--- src/rtl/compuertas_pkg.sv ---
// ---------------------------------------------------------------------------
// compuertas_pkg
//   Shared types and constants for the logic-gate input stage.
//   - mode_e      : operand source, MANUAL (debounced switches) or AUTO
//                   (truth-table sweep).
//   - SYNC_STAGES : depth of every asynchronous-input synchronizer.
// ---------------------------------------------------------------------------
package compuertas_pkg;

  typedef enum logic {
    MANUAL = 1'b0,
    AUTO   = 1'b1
  } mode_e;

  localparam int SYNC_STAGES = 2;

endpackage

--- src/rtl/compuertas_input_conditioner_debouncer.sv ---
// ---------------------------------------------------------------------------
// switch_debouncer
//   Brings one asynchronous board switch into the clk domain and filters it.
//   The synchronized level must disagree with the accepted (stable) level on
//   DEBOUNCE_CYCLES consecutive edges before it is accepted; any agreement in
//   between restarts the count from zero.
//
//   Latency: raw first sampled at edge n -> stable_o updates at edge
//   n+1+DEBOUNCE_CYCLES.
//
// Ports
//   clk      in   system clock, rising edge
//   rst      in   synchronous active-high reset
//   raw_i    in   asynchronous raw switch level
//   stable_o out  debounced level (registered)
// ---------------------------------------------------------------------------
module switch_debouncer
  import compuertas_pkg::*;
#(
  parameter int DEBOUNCE_CYCLES = 500000
) (
  input  logic clk,
  input  logic rst,
  input  logic raw_i,
  output logic stable_o
);

  localparam int CW = $clog2(DEBOUNCE_CYCLES) + 1;
  localparam logic [CW-1:0] LAST = CW'(DEBOUNCE_CYCLES - 1);

  logic [SYNC_STAGES-1:0] sync_q;
  logic                   sync_bit;
  logic [CW-1:0]          cnt_q, cnt_d;
  logic                   stable_q, stable_d;

  assign sync_bit = sync_q[SYNC_STAGES-1];

  // Synchronizer shift register: bit 0 catches the raw pin, MSB is the
  // metastability-safe copy used by the filter.
  always_ff @(posedge clk) begin
    if (rst) sync_q <= '0;
    else     sync_q <= {sync_q[SYNC_STAGES-2:0], raw_i};
  end

  always_comb begin
    cnt_d    = cnt_q;
    stable_d = stable_q;
    if (sync_bit == stable_q) begin
      cnt_d = '0;
    end else if (cnt_q == LAST) begin
      // Disagreement has persisted long enough: accept and rearm.
      stable_d = sync_bit;
      cnt_d    = '0;
    end else begin
      cnt_d = cnt_q + 1'b1;
    end
  end

  always_ff @(posedge clk) begin
    if (rst) begin
      cnt_q    <= '0;
      stable_q <= 1'b0;
    end else begin
      cnt_q    <= cnt_d;
      stable_q <= stable_d;
    end
  end

  assign stable_o = stable_q;

endmodule

--- src/rtl/compuertas_input_conditioner.sv ---
// ---------------------------------------------------------------------------
// compuertas_input_conditioner
//   Front end of the two-input logic-gate block. Produces clean operands
//   e0/e1 either from two debounced board switches (MANUAL) or from a
//   free-running sweep 00->01->10->11 (AUTO), plus a one-cycle strobe after
//   every operand change.
//
// Ports
//   clk        in   system clock, rising edge
//   rst        in   synchronous active-high reset
//   sw0_raw    in   asynchronous switch for operand e0
//   sw1_raw    in   asynchronous switch for operand e1
//   auto_mode  in   asynchronous level, 1 = sweep, 0 = manual
//   e0, e1     out  conditioned operands (registered)
//   chg        out  pulses one cycle after an edge that changed {e1,e0}
//   sweep_idx  out  current sweep combination, 0 while in MANUAL
// ---------------------------------------------------------------------------
module compuertas_input_conditioner
  import compuertas_pkg::*;
#(
  parameter int DEBOUNCE_CYCLES = 500000,
  parameter int SWEEP_CYCLES    = 50000000
) (
  input  logic       clk,
  input  logic       rst,
  input  logic       sw0_raw,
  input  logic       sw1_raw,
  input  logic       auto_mode,
  output logic       e0,
  output logic       e1,
  output logic       chg,
  output logic [1:0] sweep_idx
);

  localparam int SW = (SWEEP_CYCLES > 1) ? $clog2(SWEEP_CYCLES) : 1;
  localparam logic [SW-1:0] SWEEP_LAST = SW'(SWEEP_CYCLES - 1);

  // -------------------------------------------------------------------------
  // Switch conditioning
  // -------------------------------------------------------------------------
  logic stable0, stable1;

  switch_debouncer #(.DEBOUNCE_CYCLES(DEBOUNCE_CYCLES)) u_deb0 (
    .clk      (clk),
    .rst      (rst),
    .raw_i    (sw0_raw),
    .stable_o (stable0)
  );

  switch_debouncer #(.DEBOUNCE_CYCLES(DEBOUNCE_CYCLES)) u_deb1 (
    .clk      (clk),
    .rst      (rst),
    .raw_i    (sw1_raw),
    .stable_o (stable1)
  );

  // Mode select is a deliberate level, so it is synchronized but not
  // filtered; a bouncing mode switch just re-enters AUTO at index 0.
  logic [SYNC_STAGES-1:0] auto_sync_q;
  logic                   auto_sync;

  always_ff @(posedge clk) begin
    if (rst) auto_sync_q <= '0;
    else     auto_sync_q <= {auto_sync_q[SYNC_STAGES-2:0], auto_mode};
  end

  assign auto_sync = auto_sync_q[SYNC_STAGES-1];

  // -------------------------------------------------------------------------
  // Mode FSM and sweep counter
  // -------------------------------------------------------------------------
  mode_e         state_q, state_d;
  logic [SW-1:0] tick_q, tick_d;
  logic [1:0]    idx_q, idx_d;

  always_comb begin
    state_d = state_q;
    tick_d  = tick_q;
    idx_d   = idx_q;
    unique case (state_q)
      MANUAL: begin
        if (auto_sync) begin
          state_d = AUTO;
          tick_d  = '0;
          idx_d   = 2'd0;
        end
      end
      AUTO: begin
        // Leaving AUTO takes priority over a coincident wrap.
        if (!auto_sync) begin
          state_d = MANUAL;
          tick_d  = '0;
          idx_d   = 2'd0;
        end else if (tick_q == SWEEP_LAST) begin
          tick_d = '0;
          idx_d  = idx_q + 2'd1;
        end else begin
          tick_d = tick_q + 1'b1;
        end
      end
      default: begin
        state_d = MANUAL;
        tick_d  = '0;
        idx_d   = 2'd0;
      end
    endcase
  end

  always_ff @(posedge clk) begin
    if (rst) begin
      state_q <= MANUAL;
      tick_q  <= '0;
      idx_q   <= 2'd0;
    end else begin
      state_q <= state_d;
      tick_q  <= tick_d;
      idx_q   <= idx_d;
    end
  end

  // -------------------------------------------------------------------------
  // Output registers
  // -------------------------------------------------------------------------
  // Operand source follows the registered state, so the operands lag a mode
  // change by one edge. Debouncing keeps running in AUTO, so on return to
  // MANUAL the current switch levels appear immediately.
  logic [1:0] e_q, e_d;
  logic [1:0] e_prev_q;
  logic       chg_q, chg_d;

  always_comb begin
    e_d   = (state_q == AUTO) ? idx_q : {stable1, stable0};
    chg_d = (e_q != e_prev_q);
  end

  always_ff @(posedge clk) begin
    if (rst) begin
      e_q      <= 2'b00;
      e_prev_q <= 2'b00;
      chg_q    <= 1'b0;
    end else begin
      e_q      <= e_d;
      e_prev_q <= e_q;
      chg_q    <= chg_d;
    end
  end

  assign e0        = e_q[0];
  assign e1        = e_q[1];
  assign chg       = chg_q;
  assign sweep_idx = idx_q;

endmodule

--- config.mk ---
export PLATFORM = sky130hd
export DESIGN_NAME = compuertas_input_conditioner
export DESIGN_NICKNAME = d
export VERILOG_FILES = /design/src/rtl/compuertas_pkg.sv /design/src/rtl/compuertas_input_conditioner_debouncer.sv /design/src/rtl/compuertas_input_conditioner.sv
export SDC_FILE = /design/constraint.sdc
export NUM_CORES = 1
export LEC_CHECK = 0
export ABC_CLOCK_PERIOD_IN_PS = 3200
export CELL_PAD_IN_SITES_DETAIL_PLACEMENT = 1
export CELL_PAD_IN_SITES_GLOBAL_PLACEMENT = 2
export CORE_MARGIN = 2
export CORE_UTILIZATION = 41
export CTS_CLUSTER_DIAMETER = 150
export CTS_CLUSTER_SIZE = 14
export DETAILED_ROUTE_END_ITERATION = 8
export GPL_ROUTABILITY_DRIVEN = 0
export GPL_TIMING_DRIVEN = 0
export PLACE_DENSITY = 0.81
export SLEW_MARGIN = 20
export SYNTH_ARGS = -nofsm -noshare
export SYNTH_HDL_FRONTEND = slang
export SYNTH_HIERARCHICAL = 1
export SYNTH_SLANG_ARGS = --single-unit
--- constraint.sdc ---
create_clock -name clk -period 3.2 [get_ports clk]
set_input_delay 0.64 -clock clk [delete_from_list [all_inputs] [get_ports clk]]
set_output_delay 0.64 -clock clk [all_outputs]
set_load 0.01 [all_outputs]
==> impl_summary.txt, run 1 <==
----------------------------------------------------
[Critical path]
  Bufs and invs on worst path ... 4
  Cell with the largest stage delay on the worst path ... clkdlybuf4s50_1
  Required time of the worst setup path ... 3.41 ns
  Top delay family on crit path ... buffers and inverters
  Critical Path Fanout Max ... 13
  Most frequent cell on the critical path ... clkbuf_1
  Maximum cell stage delay along the critical path ... 0.74 ns
  Crit path capture type ... flop
  Data arrival time of the worst path ... 2.99 ns
  Cells traversed along the worst timing path ... clkdlybuf4s50_1 > clkbuf_1 > or3_1 > buf_1 > clkbuf_1 > a31oi_1
  Kind of launch point of the worst setup path ... primary input
  Crit Path Class ... in2reg

[Power and ir drop]
  Logic gate share of total power ... 0.020
  Standby leakage power ... 0.00125 uW
  Fraction of power consumed by sequential logic ... 0.520
  Switching part of the total power ... 0.212
  Peak VDD IR ... 0.000208 V
  Switching power summed over all nets ... 420 uW
  Design Power ... 1980 uW
  Clock share of power ... 0.461
  P per Cell Area ... 460 nW/um^2
  Internal power consumption ... 1560 uW

[GRT]
  Vias in the first global route ... 3237
  Total routing usage reported by global routing ... 0.200
  Largest net degree at the start of global routing ... 15
  Global-route wire length before repair ... 16.1 mm
  Sum of overflow across all layers after global routing ... 0
  Initial antenna violation count ... 0

[Synth]
  Post-synth top area share ... 0.428
  Synth Area in Adders ... 0.00979
  Share of flip-flops with an asynchronous set or reset after synthesis ... 0
  Sequential fraction of the synthesis area ... 0.428
  Synthesized area per cell ... 8.77 sq um
  Mapped Nets ... 445
  Count of cell types in the netlist ... 45
  Ys Warns ... 6
  Cells taking the most area after synthesis ... dfxtp_1 43%, xnor2_1 6.2%, nor2_1 4.8%, nand2_1 3.9%, a31oi_1 3.8%
  Total of flip-flops plus latches after synthesis ... 82
  Xor/xnor cell area share of the yosys netlist ... 0.0708
  Post-synth EDFFs ... 0
  Area fraction in and, or, nand and nor cells after synthesis ... 0.303
  Compound-gate portion of the synthesized area ... 0.139
  Largest area contributor in the netlist ... dfxtp_1
  Fraction of synthesized area in multiplexers ... 0.0183
  Number of cells produced by synthesis ... 437
  Synth Flop Type ... dfxtp_1
  Post-Syn Area ... 3830 sq um
  Main combinational cell family by area after synthesis ... simple AND/OR/NAND/NOR gates

[Floorplan]
  # IOs ... 10
  Site Rows ... 35
  Width of the die ... 101 um
  Die Ht ... 101 um
  Die Footprint ... 10100 sq um
  Core region area ... 9150 sq um
  Starting utilization of the core area ... 0.419

[Clocking]
  Clock root cell ... clkbuf_8
  Number of levels in the clock H-tree ... 3
  Post-CTS sizing ... 0
  Clock Pin Slew Worst Setup and Hold Paths ... 0.09 ns
  Number of hold buffers added after cts ... 0
  Post-CTS Setup Repair Bufs ... 0
  Clock latency reported for the late side of the worst-skew pair ... 0.36 ns
  CTS tree ... yes
  Bufs on Longest Clock Path ... 2
  Total clock buffers created by CTS ... 9
  TritonCTS sink count ... 82

[Placement]
  Final HPWL DP ... 6.76 mm
  Port-buffer cells ... 9
  Pre-CTS worst setup slack ... 0.0147 ns

[Flow run]
  Total of max-cap violations ... 0

[Finish]
  Diodes inserted ... 0
  Commonest cells after routing, fill and taps aside ... 82 x dfxtp_1, 49 x nor2_1, 40 x nand2_1
  Area growth, synth to finish ... 12.1%
  Layout cell share with drive strength beyond 1 ... 0.0868
  Net total in the final layout ... 465
  Most common library cell in the layout ignoring fill and taps ... dfxtp_1

[Drt]
  Total length of routed wires ... 9.43 mm
  Average detailed-routed wire length per instance ... 16.5 um
  Number of nets with antenna violations after detailed routing ... 0
  Number of design-rule violations left by the first detailed-router iteration ... 124
  Number of remaining DRC errors ... 0
  Drt pass-1 iters ... 4
  Routed via count ... 3245
  Ratio of routed vias to standard cells ... 5.67

[STA]
  Relative slew slack ... 0.536
  Final total negative setup slack ... 0 ns
  Post-layout minimum cycle time ... 2.77 ns
  Fin worst setup slack ... 0.428 ns
  Peak Freq ... 361 MHz
  Layout Skew ... 0.0126 ns
  Final period utilization ... 0.866
  Final Max Slew Viols ... 0
  Worst Tran Pin Value ... 0.686 ns
  Number of endpoints with negative hold slack in the final report ... 0
  Setup repair after global routing missed its margin ... no
  Final setup viols ... 0
  WHS ... 0.441 ns

[Min path]
  Path type of the worst min-delay path ... reg2reg

[Run status]
  Run status ... completed

----------------------------------------------------
power groups by stage:
stage | clock network [uW] | logic, uW | registers (uW)
6_report | 910 | 39.0 | 1030
5_1_grt | 986 | 43.4 | 1030
4_1_cts | 939 | 39.9 | 1030
3_5_place_dp | 0 | 39.8 | 1050
3_3_place_gp | 0 | 39.2 | 1050
2_1_floorplan | 0 | 22.8 | 1050
kinds of logic after synthesis:
group	after synthesis
simple gates	212
flops	82
compound gates	78
xor+xnor	31
buf+inv	24
mux	7
fa+ha+maj	3
synth_stat cells (2+ instances only):
cell,count
and4_1,4
nand2_1,40
or3_1,10
a31oi_1,23
buf_2,8
xor2_1,4
nand3_1,21
mux2i_1,7
nor3_1,11
inv_1,8
nand2b_1,6
nor4b_1,7
buf_6,2
nor2b_1,10
a41oi_1,8
a21oi_1,23
nand4_2,2
or2b_1,2
nand3_2,4
ha_1,3
or4_1,4
clkbuf_1,4
o41ai_4,2
o31ai_1,4
o21ai_0,13
nor4_1,16
dfxtp_1,82
and3_1,4
xnor2_1,27
nor2_1,49
nand4_1,15
layer usage:
metal | wire (um) | track usage | up-vias
li1 | - | - | 1642
met1 | 4440 | 0.256 | 1559
met2 | 4600 | 0.340 | 32
met3 | 250 | 0.0368 | 12
met4 | 136 | 0.0664 | 0
met5 | 0 | 0 | -
worst register-to-register path: cells and delay by family (launching register included):
family          cells  cell delay, ns
compound gates      1            0.74
buf+inv             1            0.35
flops               1            0.38
simple gates        2            0.40
fa+ha+maj           1            0.25
cell type report:
cell class,instances,area (sq um)
Multi-Input combinational cell,331,2070
Timing Repair Buffer,9,90.1
Clock inverter,6,113
Tap cell,111,139
Inverter,8,30.0
Buffer,16,88.8
Clock buffer,9,124
Fill cell,1121,4850
Sequential cell,82,1640
final timing paths:
| kind | start | cells past startpoint | slack, ns | end |
|---|---|---|---|---|
| worst max-delay path | rst | 6 | 0.43 | tick_q[14] |
| worst min-delay path | u_deb0/sync_q[0] | 1 | 0.44 | u_deb0/sync_q[1] |
| worst max register to register | u_deb1/cnt_q[0] | 5 | 0.97 | u_deb1/cnt_q[16] |
| worst min register to register | u_deb0/sync_q[0] | 1 | 0.44 | u_deb0/sync_q[1] |
sequential cells by signal, indices dropped and copies added, names as in the netlist:
name and flops:
u_deb0/cnt_q 20, tick_q 26, e_q 2, u_deb1/cnt_q 20, auto_sync_q 2, chg 1, u_deb1/stable_o 1, u_deb0/stable_o 1
u_deb0/sync_q 2, e_prev_q 2, state_q 1, u_deb1/sync_q 2, sweep_idx 2
metrics by stage:
stage               cell area [sq um]  instances   util
CTS                              4300        572  0.470
global route                     4300        572  0.470
floorplan                        3830        437      -
finish                           4300        572  0.470
detailed placement               4060        557  0.444
global placement                 4060        557  0.444
Power figures use the tool's default switching activity.
==> run 2: changes to the inputs <==
CAP_MARGIN = 20   (was not set)
SKIP_LAST_GASP = 1   (was not set)
==> results of run 2 <==
Same layout as run 1: the final DEF is identical, and so are final timing and power.
==> run 3: changes to the inputs <==
MAX_ROUTING_LAYER = met4   (was not set)
==> impl_summary.txt, run 3 (same netlist as run 1, synthesis figures left out) <==
----------------------------------------------------
[STA]
  Peak Freq ... 360 MHz (-0.22%)
  Final setup viols ... 0 (unchanged)
  Number of endpoints with negative hold slack in the final report ... 0 (unchanged)
  Final period utilization ... 0.868 (+0.00194)
  Post-layout minimum cycle time ... 2.78 ns (+0.00621 ns)
  Relative slew slack ... 0.536 (about the same)
  Final total negative setup slack ... 0 ns (unchanged)
  Layout Skew ... 0.0124 ns (-0.000150 ns)
  Final Max Slew Viols ... 0 (unchanged)
  Setup repair after global routing missed its margin ... no
  Worst Tran Pin Value ... 0.686 ns (+0.00000948 ns)

[Power and ir drop]
  Logic gate share of total power ... 0.020 (about the same)
  Clock share of power ... 0.461 (about the same)
  Standby leakage power ... 0.00125 uW (unchanged)
  Peak VDD IR ... 0.000209 V (+0.60%)
  P per Cell Area ... 460 nW/um^2 (about the same)
  Design Power ... 1980 uW (about the same)
  Internal power consumption ... 1560 uW (about the same)
  Switching power summed over all nets ... 421 uW (+0.31%)
  Switching part of the total power ... 0.213 (+0.000501)
  Fraction of power consumed by sequential logic ... 0.519 (about the same)

[Floorplan]
  Core region area ... 9150 sq um (unchanged)
  Starting utilization of the core area ... 0.419 (unchanged)
  Width of the die ... 101 um (unchanged)
  # IOs ... 10 (unchanged)
  Die Ht ... 101 um (unchanged)
  Die Footprint ... 10100 sq um (unchanged)
  Site Rows ... 35 (unchanged)

[Clocking]
  Post-CTS sizing ... 0 (unchanged)
  TritonCTS sink count ... 82 (unchanged)
  Clock latency reported for the late side of the worst-skew pair ... 0.35 ns (about the same)
  Clock Pin Slew Worst Setup and Hold Paths ... 0.09 ns (about the same)
  Number of levels in the clock H-tree ... 3 (unchanged)
  Post-CTS Setup Repair Bufs ... 0 (unchanged)
  Clock root cell ... clkbuf_8
  CTS tree ... yes
  Total clock buffers created by CTS ... 9 (unchanged)
  Number of hold buffers added after cts ... 0 (unchanged)
  Bufs on Longest Clock Path ... 2 (unchanged)

[GRT]
  Sum of overflow across all layers after global routing ... 0 (unchanged)
  Initial antenna violation count ... 0 (unchanged)
  Vias in the first global route ... 3249 (+0.37%)
  Largest net degree at the start of global routing ... 15 (unchanged)
  Total routing usage reported by global routing ... 0.206 (+0.00541)
  Global-route wire length before repair ... 16.1 mm (unchanged)

[Flow run]
  Total of max-cap violations ... 0 (unchanged)

[Drt]
  Drt pass-1 iters ... 4 (unchanged)
  Number of design-rule violations left by the first detailed-router iteration ... 127 (+2.4%)
  Ratio of routed vias to standard cells ... 5.65 (-0.40%)
  Total length of routed wires ... 9.45 mm (+0.30%)
  Number of nets with antenna violations after detailed routing ... 0 (unchanged)
  Average detailed-routed wire length per instance ... 16.5 um (+0.30%)
  Number of remaining DRC errors ... 0 (unchanged)
  Routed via count ... 3232 (-0.40%)

[Critical path]
  Cell with the largest stage delay on the worst path ... clkdlybuf4s50_1
  Critical Path Fanout Max ... 13 (unchanged)
  Data arrival time of the worst path ... 2.99 ns (about the same)
  Kind of launch point of the worst setup path ... primary input
  Crit path capture type ... flop
  Cells traversed along the worst timing path ... clkdlybuf4s50_1 > clkbuf_1 > or3_1 > buf_1 > clkbuf_1 > a31oi_1
  Required time of the worst setup path ... 3.41 ns (about the same)
  Flop-to-flop setup slack ... 0.99 ns (+0.02 ns)
  Reg-to-reg critical path endpoint ... u_deb1/cnt_q[16]
  Crit Path Class ... in2reg
  Top delay family on crit path ... buffers and inverters
  Bufs and invs on worst path ... 4 (unchanged)
  Length in cells of the worst reg-to-reg path ... 5 (unchanged)
  Maximum cell stage delay along the critical path ... 0.73 ns (about the same)
  Path length in cells of the critical path ... 6 (unchanged)
  Most frequent cell on the critical path ... clkbuf_1
  Origin of the critical flop-to-flop path ... u_deb1/cnt_q[0]

[Finish]
  Net total in the final layout ... 465 (unchanged)
  Commonest cells after routing, fill and taps aside ... 82 x dfxtp_1, 49 x nor2_1, 40 x nand2_1
  Registers with the most flip-flops ... tick_q: 26 flops, u_deb0/cnt_q: 20 flops, u_deb1/cnt_q: 20 flops
  Largest register by flop count ... tick_q
  Area growth, synth to finish ... 12.1% (unchanged)
  Largest register FFs ... 26 (unchanged)
  Diodes inserted ... 0 (unchanged)
  Most common library cell in the layout ignoring fill and taps ... dfxtp_1
  Layout cell share with drive strength beyond 1 ... 0.0868 (unchanged)

[Placement]
  Port-buffer cells ... 9 (unchanged)
  Final HPWL DP ... 6.76 mm (unchanged)

[Min path]
  Hold Crit Start ... u_deb0/sync_q[0]
  Path type of the worst min-delay path ... reg2reg
  Terminating pin of the worst hold path ... u_deb0/sync_q[1]
  Depth of the worst hold-timing path ... 1 (unchanged)

[Run status]
  Run status ... completed

----------------------------------------------------
## run 3: cell counts in the layout (fill, tap and decap cells not counted)
Identical to the previous run, type by type.
## run 3: layout make-up
cell class,count,area [sq um]
Fill cell,1121,4850
Multi-Input combinational cell,331,2070
Sequential cell,82,1640
Tap cell,111,139
Clock buffer,9,124
Clock inverter,6,113
Timing Repair Buffer,9,90.1
Buffer,16,88.8
Inverter,8,30.0
## run 3: power groups by stage
stage | combinational [uW] | sequential (uW) | clock (uW)
floorplan | 22.8 | 1050 | 0
global placement | 39.2 | 1050 | 0
detailed placement | 39.8 | 1050 | 0
CTS | 39.9 | 1030 | 939
global route | 43.5 | 1030 | 983
finish | 39.0 | 1030 | 912
## run 3: per-stage QoR
| stage | hold WS, ns | utilization | cell area (sq um) | std cells | setup slack [ns] |
|---|---|---|---|---|---|
| floorplan | 0.414 | - | 3830 | 437 | 1.38 |
| global placement | 0.418 | 0.444 | 4060 | 557 | 0.0650 |
| detailed placement | 0.432 | 0.444 | 4060 | 557 | 0.0147 |
| CTS | 0.443 | 0.470 | 4300 | 572 | 0.389 |
| global route | 0.451 | 0.470 | 4300 | 572 | 0.191 |
| finish | 0.442 | 0.470 | 4300 | 572 | 0.421 |
## run 3: how the worst max path moves through the flow
| stage | start | end | slack [ns] |
|---|---|---|---|
| 5_1_grt | rst | tick_q[11] | 0.19 |
| 3_5_place_dp | rst | tick_q[14] | 0.01 |
| 4_1_cts | rst | tick_q[15] | 0.39 |
| 6_report | rst | tick_q[14] | 0.42 |
| 2_1_floorplan | tick_q[0] | tick_q[21] | 1.38 |
| 3_3_place_gp | rst | tick_q[10] | 0.07 |
## run 3: worst register-to-register path, delay by kind of cell, from the launching register on
family / cells / cell delay, ns
AOI/OAI and AO/OA: 1 / 0.74
adders and majority gates: 1 / 0.25
buffers and inverters: 1 / 0.36
DFF: 1 / 0.38
and+or+nand+nor: 2 / 0.38
## run 3: per-layer routing
layer / track usage / part of all wire
met2: 0.340 / 0.49
met5: - / 0
met4: 0.0664 / 0.011
met1: 0.256 / 0.47
met3: 0.0347 / 0.027
==> patch 1, RTL diff (config.mk and constraints of run 3) <==
Add an input register stage for `sw0_raw`, `sw1_raw` and `auto_mode`; this delays them by one clock.
--- a/src/rtl/compuertas_input_conditioner.sv
+++ b/src/rtl/compuertas_input_conditioner.sv
@@ -35,6 +35,16 @@
   localparam int SW = (SWEEP_CYCLES > 1) ? $clog2(SWEEP_CYCLES) : 1;
   localparam logic [SW-1:0] SWEEP_LAST = SW'(SWEEP_CYCLES - 1);
 
+  logic sw0_raw_q;
+  logic sw1_raw_q;
+  logic auto_mode_q;
+
+  always_ff @(posedge clk) begin
+    sw0_raw_q   <= sw0_raw;
+    sw1_raw_q   <= sw1_raw;
+    auto_mode_q <= auto_mode;
+  end
+
   // -------------------------------------------------------------------------
   // Switch conditioning
   // -------------------------------------------------------------------------
@@ -43,14 +53,14 @@
   switch_debouncer #(.DEBOUNCE_CYCLES(DEBOUNCE_CYCLES)) u_deb0 (
     .clk      (clk),
     .rst      (rst),
-    .raw_i    (sw0_raw),
+    .raw_i    (sw0_raw_q),
     .stable_o (stable0)
   );
 
   switch_debouncer #(.DEBOUNCE_CYCLES(DEBOUNCE_CYCLES)) u_deb1 (
     .clk      (clk),
     .rst      (rst),
-    .raw_i    (sw1_raw),
+    .raw_i    (sw1_raw_q),
     .stable_o (stable1)
   );
 
@@ -61,7 +71,7 @@
 
   always_ff @(posedge clk) begin
     if (rst) auto_sync_q <= '0;
-    else     auto_sync_q <= {auto_sync_q[SYNC_STAGES-2:0], auto_mode};
+    else     auto_sync_q <= {auto_sync_q[SYNC_STAGES-2:0], auto_mode_q};
   end
 
   assign auto_sync = auto_sync_q[SYNC_STAGES-1];
Formal check against the unedited RTL: same outputs for any inputs over 10 cycles, from zero or initial values and one cycle with rst high; that may be too few to reach the edited logic, so the function may still have changed.
==> patch 1 against run 3 <==
  * Routed wire length shrank 4.5%
  * Worst setup slack better by 0.14 ns
  * Clock skew decreased by 0.0041 ns
  * Design area up 1.0%
  * Via count up 1.2%
  * Sequential cell count grew 3
  * Total power decreased by 4.9%
  * Maximum frequency is 5.2% higher
  * Non-clock buffer count did not move
  * Synthesized area is 1.6% higher
  * Cell count increased by 3.8%
  * Hold slack worse by 0.00054 ns
  * Count of clock-buffer cells in the layout unchanged
==> patch 1: results <==
[sta]
fin_skew_ns = 0.00837
slew_headroom = 0.511

[cts]
cts_resized = 0
numCtsBuffers = 9
cts_hold_buf = 0
clk_pin_slew_worst_paths_ns = 0.09
cts_setup_buffers = 0
root_buffer = clkbuf_8

[routing]
routed_wl_mm = 9.03
dr.pass1.iters = 4
vias = 3272
drt_iter0_drc = 38

[yosys]
ys_warn_count = 6
synth_commonest_cells = dfxtp_1 (85), nor2_1 (49), nand2_1 (40), xnor2_1 (27)
muxShareOfSynthArea = 0.0180
synth_compound_area_frac = 0.137
synth-adder-area-share = 0.00964
seq_area_frac_synth = 0.437
synth_nets = 448
ys_types = 45
synth-xor-area-share = 0.0697
yosys-top-cells-area = dfxtp_1 (44%), xnor2_1 (6.1%), nor2_1 (4.7%)

[global_routing]
grt_use_total = 0.196
grt_pass1_vias = 3225
grt_pass1_wl_mm = 15.5
grt_max_degree = 16

[layout]
drive_above_1_share = 0.0882
nets = 468

[place]
dp_hpwl_mm = 6.51
place_area_mm2 = 0.00415

[setup_path]
worstPathMaxFanout = 13
arrival_ns = 2.87

[power_and_ir_drop]
irDropWorstVdd_v = 0.000222
leakage_nw = 1.26

[status]
outcome = finished clean
patch 1: area by class of cell:
| class | count | area [um2] |
|---|---|---|
| clock inverter | 7 | 73.8 |
| tap | 129 | 161 |
| buffer | 16 | 88.8 |
| multi-input combinational | 331 | 2070 |
| clock buffer | 9 | 124 |
| fill | 1111 | 4900 |
| timing repair buffer | 9 | 90.1 |
| inverter | 8 | 30.0 |
| sequential | 85 | 1700 |
patch 1: through the flow:
stage	total power [mW]	std cells	hold slack [ns]	worst slack, ns	util
after floorplan	1.11	440	0.414	1.38	-
after global routing	1.97	594	0.468	0.321	0.470
after detailed placement	1.13	578	0.425	0.140	0.449
final	1.88	594	0.442	0.559	0.470
after CTS	1.91	594	0.447	0.512	0.470
after global placement	1.13	578	0.416	0.114	0.449
patch 1: where the power goes:
group          switching [mW]  total (mW)  internal, mW
combinational          0.0242      0.0380        0.0138
sequential            0.00284        1.07          1.06
clock                   0.411       0.777         0.366
patch 1: final timing paths:
kind | from | to | slack, ns | cells past startpoint
setup / recovery | rst | tick_q[17]$_SDFFE_PP0P_ | 0.56 | 6
hold / removal | sw0_raw_q$_DFF_P_ | u_deb0/sync_q[0]$_SDFF_PP0_ | 0.44 | 1
setup reg to reg | u_deb0/cnt_q[0]$_SDFF_PP0_ | u_deb0/cnt_q[5]$_SDFF_PP0_ | 1.03 | 5
hold reg to reg | sw0_raw_q$_DFF_P_ | u_deb0/sync_q[0]$_SDFF_PP0_ | 0.44 | 1
patch 1: worst max-delay path, cell delays in order:
cell	delay, ns
clkdlybuf4s50_1	0.74
clkbuf_1	0.39
or3_1	0.17
buf_1	0.35
clkbuf_1	0.44
a31oi_1	0.15
patch 1: cells by family (layout without fill, tap and decap cells):
kind of cell    Yosys count  in the layout
xor+xnor                 31             31
buf+inv                  24             49
fa+ha+maj                 3              3
flops                    85             85
compound gates           78             78
mux                       7              7
simple gates            212            212
patch 1: per-layer routing:
| metal | up-vias | wire, um | GRT usage |
|---|---|---|---|
| li1 | 1655 | - | - |
| met1 | 1576 | 4320 | 0.237 |
| met2 | 28 | 4370 | 0.321 |
| met3 | 13 | 162 | 0.0324 |
| met4 | 0 | 187 | 0.0821 |
| met5 | - | 0 | - |
==> patch 2, RTL diff (config.mk and constraints of run 3) <==
Made on the original files. `DEBOUNCE_CYCLES` is set to 500000 in 2 places; all go to 2000000.
--- a/src/rtl/compuertas_input_conditioner_debouncer.sv
+++ b/src/rtl/compuertas_input_conditioner_debouncer.sv
@@ -17,7 +17,7 @@
 module switch_debouncer
   import compuertas_pkg::*;
 #(
-  parameter int DEBOUNCE_CYCLES = 500000
+  parameter int DEBOUNCE_CYCLES = 2000000
 ) (
   input  logic clk,
   input  logic rst,
--- a/src/rtl/compuertas_input_conditioner.sv
+++ b/src/rtl/compuertas_input_conditioner.sv
@@ -18,7 +18,7 @@
 module compuertas_input_conditioner
   import compuertas_pkg::*;
 #(
-  parameter int DEBOUNCE_CYCLES = 500000,
+  parameter int DEBOUNCE_CYCLES = 2000000,
   parameter int SWEEP_CYCLES    = 50000000
 ) (
   input  logic       clk,
Check against the original RTL: same outputs for any inputs over 10 cycles, from zero or initial values and one cycle with rst high; that may be too few to reach the edited logic, so the function may still have changed.
==> patch 2 against run 3 <==
  * Total power down 4.6%
  * Critical path depth unchanged
  * Sequential power up 5%
  * Routed wire length down 2.7%
  * Clock skew up 0.0025 ns
  * Sequential share of layout area up 0.90 points
  * Non-clock buffer count up 4
  * Synthesized area up 3.2%
  * Design area up 2.5%
  * Worst setup slack better by 0.090 ns
  * Count of clock-buffer cells in the layout unchanged
  * Critical endpoint unchanged
  * Maximum frequency up 3.3%
  * Highest routed layer unchanged
  * Sequential cell count up 4
==> patch 2: results <==
[layout]
comb.multi_input.count = 343
nClkBuffers = 9
clock_area_frac = 0.0449
inv_count = 12
reg_top3 = tick_q (26), u_deb0/cnt_q (22), u_deb1/cnt_q (22)
regArea_mm2 = 0.00172
nets = 489
buf_share = 0.0435
drive_above_1_share = 0.0926
multi_input_area_share = 0.474
signal_buffers = 29
fillCellCount = 1131

[yosys]
ys_types = 48
synthFlopType = dfxtp_1
synth_nets = 469
seq_area_frac_synth = 0.435
yosys-top-cells-area = dfxtp_1 (44%), xnor2_1 (5.5%), nor2_1 (4.3%)

[sta]
tightest_slew_ns = 0.757
fin_skew_ns = 0.0150

[setup_path]
arrival_ns = 2.91
rr_endpoint = u_deb0/cnt_q[20]$_SDFF_PP0_
rrSetupSlack_ns = 0.91
rr_worst_depth = 6
worstPathMaxFanout = 11
r2r-start = u_deb0/cnt_q[0]$_SDFF_PP0_

[power_and_ir_drop]
irDropWorstVdd_v = 0.000183
leakage_nw = 1.29

[cts]
cts_num_sinks = 86
clk_pin_slew_worst_paths_ns = 0.09

[global_routing]
grt_max_degree = 16
grt_pass1_vias = 3355
grt_use_total = 0.200
grt_pass1_wl_mm = 16.1
antenna_found_initial = 0

[worst_hold_path]
min_path_cells = 1
worstHoldStart = auto_sync_q[0]$_SDFF_PP0_
holdPathEnd = auto_sync_q[1]$_SDFF_PP0_

[status]
outcome = finished clean

[place]
dp_hpwl_mm = 6.74

[routing]
drt_iter0_drc = 90
routed_wl_mm = 9.20
==> patch 2: changes by cell type in the layout (fill, tap and decap cells not counted), moves of 6 or more <==
cell | run 3 | this run
o21ai_0 | 13 | 23
nor4_1 | 16 | 8
clkbuf_1 | 4 | 10
or3_2 | 0 | 6
a21oi_1 | 23 | 33
==> patch 2: logic make-up (layout without fill, tap and decap cells) <==
| kind of cell | count (synthesis) | count (layout) | share of synthesized area |
|---|---|---|---|
| AND/OR/NAND/NOR | 212 | 212 | 0.300 |
| AO/OA/AOI/OAI | 96 | 96 | 0.146 |
| flip-flops | 86 | 86 | 0.435 |
| buffers and inverters | 32 | 57 | 0.0370 |
| XOR/XNOR | 29 | 29 | 0.0642 |
| adder cells (fa/ha/maj) | 3 | 3 | 0.00949 |
| multiplexers | 3 | 3 | 0.00759 |
==> patch 2: power breakdown <==
group | internal, mW | switching, mW
clock | 0.362 | 0.411
sequential | 1.07 | 0.00264
combinational | 0.0120 | 0.0248
==> patch 2: metrics by stage <==
| stage | setup WS (ns) | hold WS (ns) | area, um2 | std cells | util |
|---|---|---|---|---|---|
| 5_1_grt | 0.201 | 0.467 | 4410 | 615 | 0.475 |
| 2_1_floorplan | 1.15 | 0.414 | 3960 | 461 | - |
| 4_1_cts | 0.414 | 0.451 | 4410 | 615 | 0.475 |
| 3_5_place_dp | 0.0594 | 0.430 | 4210 | 599 | 0.453 |
| 6_report | 0.511 | 0.448 | 4410 | 615 | 0.475 |
| 3_3_place_gp | 0.111 | 0.422 | 4210 | 599 | 0.453 |
==> patch 2: routing by layer <==
layer  wire [um]  global-route usage  part of all wire
met1        4430               0.251              0.48
met3         149              0.0335             0.016
met2        4490               0.327              0.49
met4         132              0.0677             0.014
met5           0                   -                 0
